$ cat config.mk
export PLATFORM = sky130hd
export DESIGN_NAME = axi_sysid_reader
export DESIGN_NICKNAME = d
export VERILOG_FILES = /design/src/rtl/axi_sysid_reader_pkg.sv /design/src/rtl/axi_sysid_reader_txn.sv /design/src/rtl/axi_sysid_reader.sv
export SDC_FILE = /design/constraint.sdc
export NUM_CORES = 1
export LEC_CHECK = 0
export BUFFER_PORTS_ARGS = -buffer_cell sky130_fd_sc_hd__buf_2
export CORE_UTILIZATION = 50
export CTS_CLUSTER_DIAMETER = 40
export CTS_CLUSTER_SIZE = 14
export DETAILED_ROUTE_END_ITERATION = 6
export GPL_TIMING_DRIVEN = 0
export PLACE_DENSITY_LB_ADDON = 0.1
export RECOVER_POWER = 100
export SLEW_MARGIN = 30
export SYNTH_ARGS = -nofsm -noshare
export SYNTH_HDL_FRONTEND = slang
export SYNTH_SLANG_ARGS = --single-unit
$ cat constraint.sdc
create_clock -name m_axi_aclk -period 3.2 [get_ports m_axi_aclk]
set_input_delay 0.64 -clock m_axi_aclk [delete_from_list [all_inputs] [get_ports m_axi_aclk]]
set_output_delay 0.64 -clock m_axi_aclk [all_outputs]
set_load 0.02 [all_outputs]
$ cat src/rtl/axi_sysid_reader_pkg.sv
// Shared definitions for the sysid read-back engine: FSM encodings, register map, error codes.
package axi_sysid_reader_pkg;

    localparam logic [31:0] CORE_MAGIC = 32'h5359_4944;

    localparam logic [15:0] OFF_MAGIC = 16'h000C;
    localparam logic [15:0] OFF_DATA  = 16'h0084;
    localparam logic [15:0] OFF_PTR   = 16'h0088;

    localparam logic [1:0] RESP_OKAY = 2'b00;

    typedef enum logic [1:0] {
        ERR_NONE    = 2'd0,
        ERR_MAGIC   = 2'd1,
        ERR_RESP    = 2'd2,
        ERR_TIMEOUT = 2'd3
    } err_e;

    typedef enum logic [2:0] {
        S_IDLE, S_RD_MAGIC, S_WR_PTR, S_RD_DATA, S_PUSH, S_DONE, S_ERR
    } state_e;

    typedef enum logic [2:0] {
        T_IDLE, T_AR, T_R, T_AW, T_B
    } txn_state_e;

endpackage

$ cat src/rtl/axi_sysid_reader_txn.sv
// Single-outstanding AXI4-Lite read/write engine; reports completion, response status and
// a per-handshake-step timeout. Named axi_lite_master_txn; instantiated once by axi_sysid_reader.
module axi_lite_master_txn
    import axi_sysid_reader_pkg::*;
#(
    parameter int TIMEOUT_CYCLES = 1024
) (
    input  logic        clk,
    input  logic        rst,
    input  logic        req,
    input  logic        req_write,
    input  logic [15:0] req_addr,
    input  logic [31:0] req_wdata,
    output logic        idle,
    output logic        ack,
    output logic        ack_ok,
    output logic [31:0] ack_rdata,
    output logic        tmo,
    output logic        m_axi_awvalid,
    output logic [15:0] m_axi_awaddr,
    input  logic        m_axi_awready,
    output logic        m_axi_wvalid,
    output logic [31:0] m_axi_wdata,
    input  logic        m_axi_wready,
    input  logic        m_axi_bvalid,
    input  logic [1:0]  m_axi_bresp,
    output logic        m_axi_bready,
    output logic        m_axi_arvalid,
    output logic [15:0] m_axi_araddr,
    input  logic        m_axi_arready,
    input  logic        m_axi_rvalid,
    input  logic [1:0]  m_axi_rresp,
    input  logic [31:0] m_axi_rdata,
    output logic        m_axi_rready
);

    localparam int CW = $clog2(TIMEOUT_CYCLES + 1);
    localparam logic [CW-1:0] LIMIT = CW'(TIMEOUT_CYCLES - 1);

    txn_state_e    st, nxt;
    logic [CW-1:0] cnt;
    logic          hs, waiting;
    logic          awv_q, wv_q;
    logic [15:0]   addr_q;
    logic [31:0]   wdata_q;

    // NOTE: every variable assigned in always_comb gets a default first, so no latch is inferred.
    always_comb begin
        nxt     = st;
        hs      = 1'b0;
        waiting = 1'b1;
        case (st)
            T_IDLE: begin
                waiting = 1'b0;
                if (req) nxt = req_write ? T_AW : T_AR;
            end
            T_AR: if (m_axi_arready) begin hs = 1'b1; nxt = T_R; end
            T_R:  if (m_axi_rvalid)  begin hs = 1'b1; nxt = T_IDLE; end
            T_AW: begin
                hs = (awv_q && m_axi_awready) || (wv_q && m_axi_wready);
                if ((!awv_q || m_axi_awready) && (!wv_q || m_axi_wready)) nxt = T_B;
            end
            T_B:  if (m_axi_bvalid)  begin hs = 1'b1; nxt = T_IDLE; end
            default: begin
                waiting = 1'b0;
                nxt     = T_IDLE;
            end
        endcase
        // A wait that reaches its limit abandons the transaction outright.
        tmo = waiting && !hs && (cnt == LIMIT);
        if (tmo) nxt = T_IDLE;
    end

    // NOTE: state is updated with non-blocking assignments so every flop samples pre-edge values.
    always_ff @(posedge clk or posedge rst) begin
        if (rst) begin
            st      <= T_IDLE;
            cnt     <= '0;
            awv_q   <= 1'b0;
            wv_q    <= 1'b0;
            addr_q  <= '0;
            wdata_q <= '0;
        end else begin
            st  <= nxt;
            cnt <= (waiting && !hs && !tmo) ? cnt + CW'(1) : '0;
            if (st == T_IDLE && req) begin
                addr_q  <= req_addr;
                wdata_q <= req_wdata;
                awv_q   <= req_write;
                wv_q    <= req_write;
            end else if (st == T_AW && !tmo) begin
                if (m_axi_awready) awv_q <= 1'b0;
                if (m_axi_wready)  wv_q  <= 1'b0;
            end else begin
                awv_q <= 1'b0;
                wv_q  <= 1'b0;
            end
        end
    end

    assign idle      = (st == T_IDLE);
    assign ack       = (st == T_R && m_axi_rvalid) || (st == T_B && m_axi_bvalid);
    assign ack_ok    = (st == T_R) ? (m_axi_rresp == RESP_OKAY) : (m_axi_bresp == RESP_OKAY);
    assign ack_rdata = m_axi_rdata;

    assign m_axi_arvalid = (st == T_AR);
    assign m_axi_rready  = (st == T_R);
    assign m_axi_bready  = (st == T_B);
    assign m_axi_awvalid = awv_q;
    assign m_axi_wvalid  = wv_q;
    assign m_axi_araddr  = addr_q;
    assign m_axi_awaddr  = addr_q;
    assign m_axi_wdata   = wdata_q;

endmodule

$ cat src/rtl/axi_sysid_reader.sv
// Sysid self-check engine: verifies the magic word, sets the ROM pointer and streams ROM words.
// Optional running checksum enabled by defining SYSID_READER_CHECKSUM_EN.
module axi_sysid_reader
    import axi_sysid_reader_pkg::*;
#(
    parameter logic [15:0] BASE_ADDR      = 16'h0000,
    parameter int          START_WORD     = 0,
    parameter int          NUM_WORDS      = 64,
    parameter int          TIMEOUT_CYCLES = 1024
) (
    input  logic        m_axi_aclk,
    input  logic        m_axi_areset,
    input  logic        start,
    output logic        busy,
    output logic        done,
    output logic [1:0]  err,
    output logic [31:0] m_axis_data,
    output logic        m_axis_valid,
    input  logic        m_axis_ready,
    output logic        m_axis_last,
    output logic [31:0] checksum,
    output logic        m_axi_awvalid,
    output logic [15:0] m_axi_awaddr,
    input  logic        m_axi_awready,
    output logic        m_axi_wvalid,
    output logic [31:0] m_axi_wdata,
    output logic [3:0]  m_axi_wstrb,
    input  logic        m_axi_wready,
    input  logic        m_axi_bvalid,
    input  logic [1:0]  m_axi_bresp,
    output logic        m_axi_bready,
    output logic        m_axi_arvalid,
    output logic [15:0] m_axi_araddr,
    input  logic        m_axi_arready,
    input  logic        m_axi_rvalid,
    input  logic [1:0]  m_axi_rresp,
    input  logic [31:0] m_axi_rdata,
    output logic        m_axi_rready,
    output logic [2:0]  m_axi_awprot,
    output logic [2:0]  m_axi_arprot
);

    localparam int BW = $clog2(NUM_WORDS + 1);
    localparam logic [BW-1:0] LAST_BEAT = BW'(NUM_WORDS - 1);

    state_e        state, nxt;
    err_e          err_q, fault;
    logic [BW-1:0] beat_cnt;
    logic [31:0]   data_q;
    logic          txn_req, txn_write, txn_idle, txn_ack, txn_ok, txn_tmo;
    logic [15:0]   txn_addr;
    logic [31:0]   txn_rdata;
    logic          start_ok, beat_ok;

    assign start_ok = (state == S_IDLE) && start;
    assign beat_ok  = (state == S_PUSH) && m_axis_ready;

    always_ff @(posedge m_axi_aclk or posedge m_axi_areset) begin
        if (m_axi_areset) state <= S_IDLE;
        else              state <= nxt;
    end

    always_comb begin
        nxt       = state;
        fault     = ERR_NONE;
        txn_req   = 1'b0;
        txn_write = 1'b0;
        txn_addr  = BASE_ADDR + OFF_MAGIC;
        case (state)
            S_IDLE: if (start) nxt = S_RD_MAGIC;
            S_RD_MAGIC, S_WR_PTR, S_RD_DATA: begin
                // Issue exactly once per state: the engine is idle only before the request.
                txn_req   = txn_idle;
                txn_write = (state == S_WR_PTR);
                if (state == S_WR_PTR)       txn_addr = BASE_ADDR + OFF_PTR;
                else if (state == S_RD_DATA) txn_addr = BASE_ADDR + OFF_DATA;
                if (txn_tmo) begin
                    nxt   = S_ERR;
                    fault = ERR_TIMEOUT;
                end else if (txn_ack && !txn_ok) begin
                    nxt   = S_ERR;
                    fault = ERR_RESP;
                end else if (txn_ack) begin
                    case (state)
                        S_RD_MAGIC: begin
                            if (txn_rdata != CORE_MAGIC) begin
                                nxt   = S_ERR;
                                fault = ERR_MAGIC;
                            end else begin
                                nxt = S_WR_PTR;
                            end
                        end
                        S_WR_PTR: nxt = S_RD_DATA;
                        default:  nxt = S_PUSH;
                    endcase
                end
            end
            // The next 0x84 read bumps the slave pointer, so it waits for beat acceptance.
            S_PUSH:  if (m_axis_ready) nxt = (beat_cnt == LAST_BEAT) ? S_DONE : S_RD_DATA;
            default: nxt = S_IDLE;
        endcase
    end

    always_ff @(posedge m_axi_aclk or posedge m_axi_areset) begin
        if (m_axi_areset) begin
            err_q    <= ERR_NONE;
            beat_cnt <= '0;
            data_q   <= '0;
        end else begin
            if (start_ok) begin
                err_q    <= ERR_NONE;
                beat_cnt <= '0;
            end
            if (nxt == S_ERR) err_q <= fault;
            if (state == S_RD_DATA && txn_ack && txn_ok) data_q <= txn_rdata;
            if (beat_ok) beat_cnt <= beat_cnt + BW'(1);
        end
    end

`ifdef SYSID_READER_CHECKSUM_EN
    logic [31:0] sum_q;

    always_ff @(posedge m_axi_aclk or posedge m_axi_areset) begin
        if (m_axi_areset)  sum_q <= '0;
        else if (start_ok) sum_q <= '0;
        else if (beat_ok)  sum_q <= sum_q + data_q;
    end

    assign checksum = sum_q;
`else
    assign checksum = '0;
`endif

    axi_lite_master_txn #(
        .TIMEOUT_CYCLES(TIMEOUT_CYCLES)
    ) u_txn (
        .clk           (m_axi_aclk),
        .rst           (m_axi_areset),
        .req           (txn_req),
        .req_write     (txn_write),
        .req_addr      (txn_addr),
        .req_wdata     (32'(START_WORD)),
        .idle          (txn_idle),
        .ack           (txn_ack),
        .ack_ok        (txn_ok),
        .ack_rdata     (txn_rdata),
        .tmo           (txn_tmo),
        .m_axi_awvalid (m_axi_awvalid),
        .m_axi_awaddr  (m_axi_awaddr),
        .m_axi_awready (m_axi_awready),
        .m_axi_wvalid  (m_axi_wvalid),
        .m_axi_wdata   (m_axi_wdata),
        .m_axi_wready  (m_axi_wready),
        .m_axi_bvalid  (m_axi_bvalid),
        .m_axi_bresp   (m_axi_bresp),
        .m_axi_bready  (m_axi_bready),
        .m_axi_arvalid (m_axi_arvalid),
        .m_axi_araddr  (m_axi_araddr),
        .m_axi_arready (m_axi_arready),
        .m_axi_rvalid  (m_axi_rvalid),
        .m_axi_rresp   (m_axi_rresp),
        .m_axi_rdata   (m_axi_rdata),
        .m_axi_rready  (m_axi_rready)
    );

    assign busy         = (state == S_RD_MAGIC) || (state == S_WR_PTR) ||
                          (state == S_RD_DATA)  || (state == S_PUSH);
    assign done         = (state == S_DONE);
    assign err          = err_q;
    assign m_axis_data  = data_q;
    assign m_axis_valid = (state == S_PUSH);
    assign m_axis_last  = (state == S_PUSH) && (beat_cnt == LAST_BEAT);
    assign m_axi_wstrb  = 4'hF;
    assign m_axi_awprot = 3'b000;
    assign m_axi_arprot = 3'b000;

endmodule

# Word-level counts from Yosys, hierarchy flattened
# Cells that the tools add are included.
# op_classes
n_addsub	2
eq_ne	20
mux	45
reduce_logical	37
# op_table
cell	n
2-to-1 mux 3 bit	13
inequality test 32 x 31 -> 1 bit, second input constant	1
2-to-1 mux 8 bit	3
logical AND 1 bit	16
2-to-1 mux 1 bit	16
case mux 3 bit (5 select lines)	1
2-to-1 mux 7 bit	2
equality test 3 x 2 -> 1 bit, second input constant	4
equality test 3 bit, second input constant	4
2-to-1 mux 2 bit	6
inequality test 3 x 2 -> 1 bit, second input constant	4
adder 11 x 1 -> 11 bit, second input constant	1
equality test 11 x 10 -> 1 bit, second input constant	1
2-to-1 mux 11 bit	1
inequality test 3 x 1 -> 1 bit, second input constant	3
case mux 3 bit (3 select lines)	1
adder 7 x 1 -> 7 bit, second input constant	1
equality test 7 x 6 -> 1 bit, second input constant	1
logical OR 1 bit	7
equality test 3 x 1 -> 1 bit, second input constant	2
logical NOT 3 bit	2
case mux 3 bit (2 select lines)	1
logical NOT 1 bit	5
AND reduction 5 bit	1
5 further kinds	7
# word_totals
ff_bits	76
in_bits	45
elab_cells	113

# Logic depth before layout (Yosys ltp)
# depth
depth_word	10
depth_mapped	8
mapped_depth_nobuf	6

# Modules after synthesis
# From an unflattened synthesis, not the netlist that was laid out.
# hier_totals
cells_unflattened	461
area_unflattened_um2	5551.6
# by_module_without_submodules
module	instances	cells_each	area_per_inst_um2
axi_lite_master_txn	1	248	3128.0
axi_sysid_reader	1	213	2423.6

# Worst setup path before layout
# No wires, ideal clock.
# synth_path
kind	register to output
start	register state[1]
end	output port m_axis_last
arrival_ns	1.510
setup_slack_ns	1.050
path_stages_with_launch	5
path_buffers	1
path_cell_list	dfrtp_1 -> clkbuf_1 -> nor2_1 -> nand2_1 -> nor3_1
# synth_via
elab_chain_cells	2
# synth_lines
item	line	rtl
start, declared	axi_sysid_reader.sv:46	state_e state, nxt;
start signal, assigned	axi_sysid_reader.sv:60	else state <= nxt;
equality test 3 bit	axi_sysid_reader.sv:172	assign m_axis_last = (state == S_PUSH) && (beat_cnt == LAST_BEAT);
logical AND 1 bit	axi_sysid_reader.sv:172	
end, declared	axi_sysid_reader.sv:20	output logic m_axis_last,
# Every way passes these cells.

# Final worst setup path
# layout_path
start	register u_txn.cnt[0]
end	register state[1]
# layout_via
elab_chain_cells	4
# layout_lines
item	line	rtl
start, declared	axi_sysid_reader_txn.sv:41	logic [CW-1:0] cnt;
start signal, assigned	axi_sysid_reader_txn.sv:85	cnt <= (waiting && !hs && !tmo) ? cnt + CW'(1) : '0;
equality test 11 x 10 -> 1 bit	axi_sysid_reader_txn.sv:70	tmo = waiting && !hs && (cnt == LIMIT);
logical AND 1 bit	axi_sysid_reader_txn.sv:70	
2-to-1 mux 3 bit	axi_sysid_reader.sv:77	if (txn_tmo) begin
case mux 3 bit (3 select lines)	axi_sysid_reader.sv:69	case (state)
named net nxt[1]	axi_sysid_reader.sv:46	
# The timed path passes the listed nets, and every way through them passes these cells.
# A chain may end at the register's enable or synchronous reset.

==> results.py <==
metrics = {
    "clock_tree": {
        "insertion_delay_ns": 0.33,
        "htree_num_levels": 3,
        "cts.hold.buffers_added": 0,
        "cts_max_path_buffers": 2,
        "cts_buffers": 9,
        "cts_tree": "yes",
        "root_buffer": "clkbuf_8",
        "cts.sinks": 63,
        "cts_resized": 0,
        "cts_setup_buffers": 0,
        "path_clk_slew_ns": 0.06,
    },
    "synthesis": {
        "netlist_area_mm2": 0.00377,
        "synth_warnings": 0,
        "ys_seq_elements": 63,
        "syn_inst": 367,
        "async_flop_share_pct": 100,
        "postSynthAreaPerCell_um2": 10.3,
        "synth_enable_flop_cells": 0,
        "yosysSeqAreaShare_pct": 41.8,
        "synth_ff_type": "dfrtp_1",
        "post_synth_num_cell_types": 53,
    },
    "setup_path": {
        "crit_arrival_ns": 2.98,
        "crit_path_max_fanout": 7,
        "crit_required_ns": 3.47,
        "end_kind": "register",
        "r2r-start": "u_txn.cnt[0]$_DFF_PP0_",
        "crit_type": "reg2reg",
        "crit_chain": "ha_1, nand3_1, or4_1, a2111oi_2, o21ai_0, or3b_1",
        "critPathMaxStageDelay_ns": 0.82,
        "cp-startpoint": "u_txn.cnt[0]$_DFF_PP0_",
        "slowest_stage": "a2111oi_2",
        "critPathLaunchType": "register",
    },
    "floorplanning": {
        "die-area_mm2": 0.00789,
        "coreArea_mm2": 0.00725,
        "row_count": 31,
        "chipHeight_um": 88.8,
        "io-pin-count": 194,
        "fp.dieW_um": 88.8,
        "start_util_pct": 51.9,
    },
    "placement": {
        "numPortBuffers": 93,
        "place_ws_ns": 0.857,
        "gp_congestion": 0.802,
        "hpwl_mm": 6.04,
    },
    "final_layout": {
        "nets": 617,
        "final_cell_mix": "buf_4 (104), conb_1 (100), dfrtp_1 (63)",
        "layout_commonest_cell": "buf_4",
        "final_core_util_pct": 66.8,
        "drive_gt1_share_pct": 34.8,
        "final-seq-area_mm2": 0.00158,
        "synthToLayoutAreaGrowth_pct": 28.6,
        "diodes": 0,
        "fillers": 619,
        "multiInputGateArea_mm2": 0.00166,
    },
    "grt": {
        "gr-usage-all-layers_pct": 20.0,
        "grt-ovfl-total": 0,
        "use_met3_pct": 6.90,
        "use_met2_pct": 33.8,
        "grt_start_max_net_pins": 38,
        "antenna_found_initial": 0,
        "met1_usage_pct": 23.0,
        "top_usage_layer": "met2",
        "grt_pass1_wl_mm": 11.9,
        "grt_pass1_vias": 2641,
    },
    "timing": {
        "final-setup-viol-count": 0,
        "finalSetupTns_ns": 0,
        "rsz0062_at_grt": "false",
        "hold_viol_final": 0,
        "skew_ns": 0.00432,
        "fin_ws_ns": 0.488,
        "finalWorstPathRequiredPeriod_ns": 2.71,
        "period_share_pct": 84.8,
        "maxSlewHeadroom_pct": 19.5,
        "max_freq_mhz": 369,
        "worst_pin_slew_ns": 1.20,
        "drv_slew": 0,
    },
    "pwr": {
        "ir_worst_vdd_mv": 0.416,
        "power_density_mw_per_mm2": 632,
        "leakage_nw": 2.58,
    },
    "drt": {
        "post_drt_wl_per_cell_um": 11.2,
        "first_pass_iters": 4,
        "drt_wl_total_mm": 7.55,
        "vias": 2925,
        "remaining_drc_errors": 0,
        "first_iter_violations": 179,
        "postRouteAntennaNets": 0,
        "vias_per_cell": 4.35,
    },
    "hold_path": {
        "min-delay-start": "u_txn.cnt[0]$_DFF_PP0_",
        "hp-class": "reg2reg",
    },
    "job": {
        "maxCapViolCount": 0,
    },
    "outcome": {
        "status": "finished, final reports clean",
    },
}
## critical path, delay by kind of cell, from the launching register on
kind	cells	cell delay, ns
compound gates	2	1.12
simple gates	3	0.97
fa+ha+maj	1	0.20
flops	1	0.37
## worst paths after layout
check	endpoint	slack, ns	cells past startpoint
min in group asynchronous	m_axis_data[4]$_DFFE_PP0P_	0.55	2
hold reg to reg	u_txn.cnt[0]$_DFF_PP0_	0.46	1
max in group asynchronous	u_txn.cnt[2]$_DFF_PP0_	1.94	3
hold / removal	u_txn.cnt[0]$_DFF_PP0_	0.46	1
setup / recovery	state[1]$_DFF_PP0_	0.49	6
setup reg to reg	state[1]$_DFF_PP0_	0.49	6
## cell families (layout without fill, tap and decap cells)
| logic type | after synthesis | count (layout) | share of synthesized area (%) |
|---|---|---|---|
| buf+inv | 120 | 229 | 22.9 |
| xor+xnor | 10 | 10 | 2.32 |
| flops | 63 | 63 | 41.8 |
| simple gates | 97 | 97 | 14.4 |
| compound gates | 39 | 39 | 7.44 |
| other cells | 2 | 100 | 0.199 |
| mux | 34 | 34 | 10.1 |
| fa+ha+maj | 2 | 2 | 0.664 |
## per-layer routing
metal  vias up  share of wire, %  wire, um
li1       1457                 -         -
met1      1321                40      3050
met2       136                48      3620
met3        11               9.7       736
met4         0               1.9       145
met5         -                 0         0
## power by group
| group | switching, mW | internal (mW) | total [mW] |
|---|---|---|---|
| logic | 0.755 | 0.473 | 1.23 |
| registers | 0.107 | 0.977 | 1.08 |
| clock network | 0.293 | 0.456 | 0.750 |
| total | 1.15 | 1.91 | 3.06 |
## stage by stage
stage	total power, mW	cells	hold slack (ns)	instance area [um^2]
floorplan	2.05	465	0.433	4140
global placement	2.36	657	0.451	4720
detailed placement	2.39	658	0.459	4750
CTS	3.14	673	0.285	4960
global route	3.26	673	0.506	4840
finish	3.06	673	0.463	4840
## cell type report
class / instances / area share [%]
flip-flops and latches: 63 / 32.5
clock inverters: 3 / 1.39
well taps: 99 / 2.56
plain buffers: 115 / 17.0
repair buffers: 94 / 8.78
multi-input cells: 282 / 34.3
clock buffers: 12 / 3.00
inverters: 5 / 0.413
## state kept, by name, summed over array words and instances (netlist names)
name / flops
m_axis_data: 32
state: 3
u_txn.st: 3
u_txn.cnt: 11
beat_cnt: 7
u_txn.m_axi_wvalid: 1
u_txn.m_axi_araddr: 3
err: 2
u_txn.m_axi_awvalid: 1
## synthesized netlist by cell type (all sizes together), types with 4 or more instances
library cell | count | area (um^2)
a21oi | 6 | 30.0
buf | 108 | 820
clkbuf | 7 | 26.3
dfrtp | 63 | 1580
inv | 5 | 18.8
mux2 | 33 | 372
nand2 | 15 | 56.3
nand2b | 4 | 25.0
nand3 | 13 | 70.1
nand3b | 4 | 30.0
nor2 | 25 | 93.8
nor2b | 5 | 31.3
nor3b | 4 | 35.0
nor4bb | 4 | 40.0
o21ai | 11 | 58.8
xnor2 | 6 | 52.6
xor2 | 4 | 35.0
No activity file was read; power rests on OpenSTA's default activity.
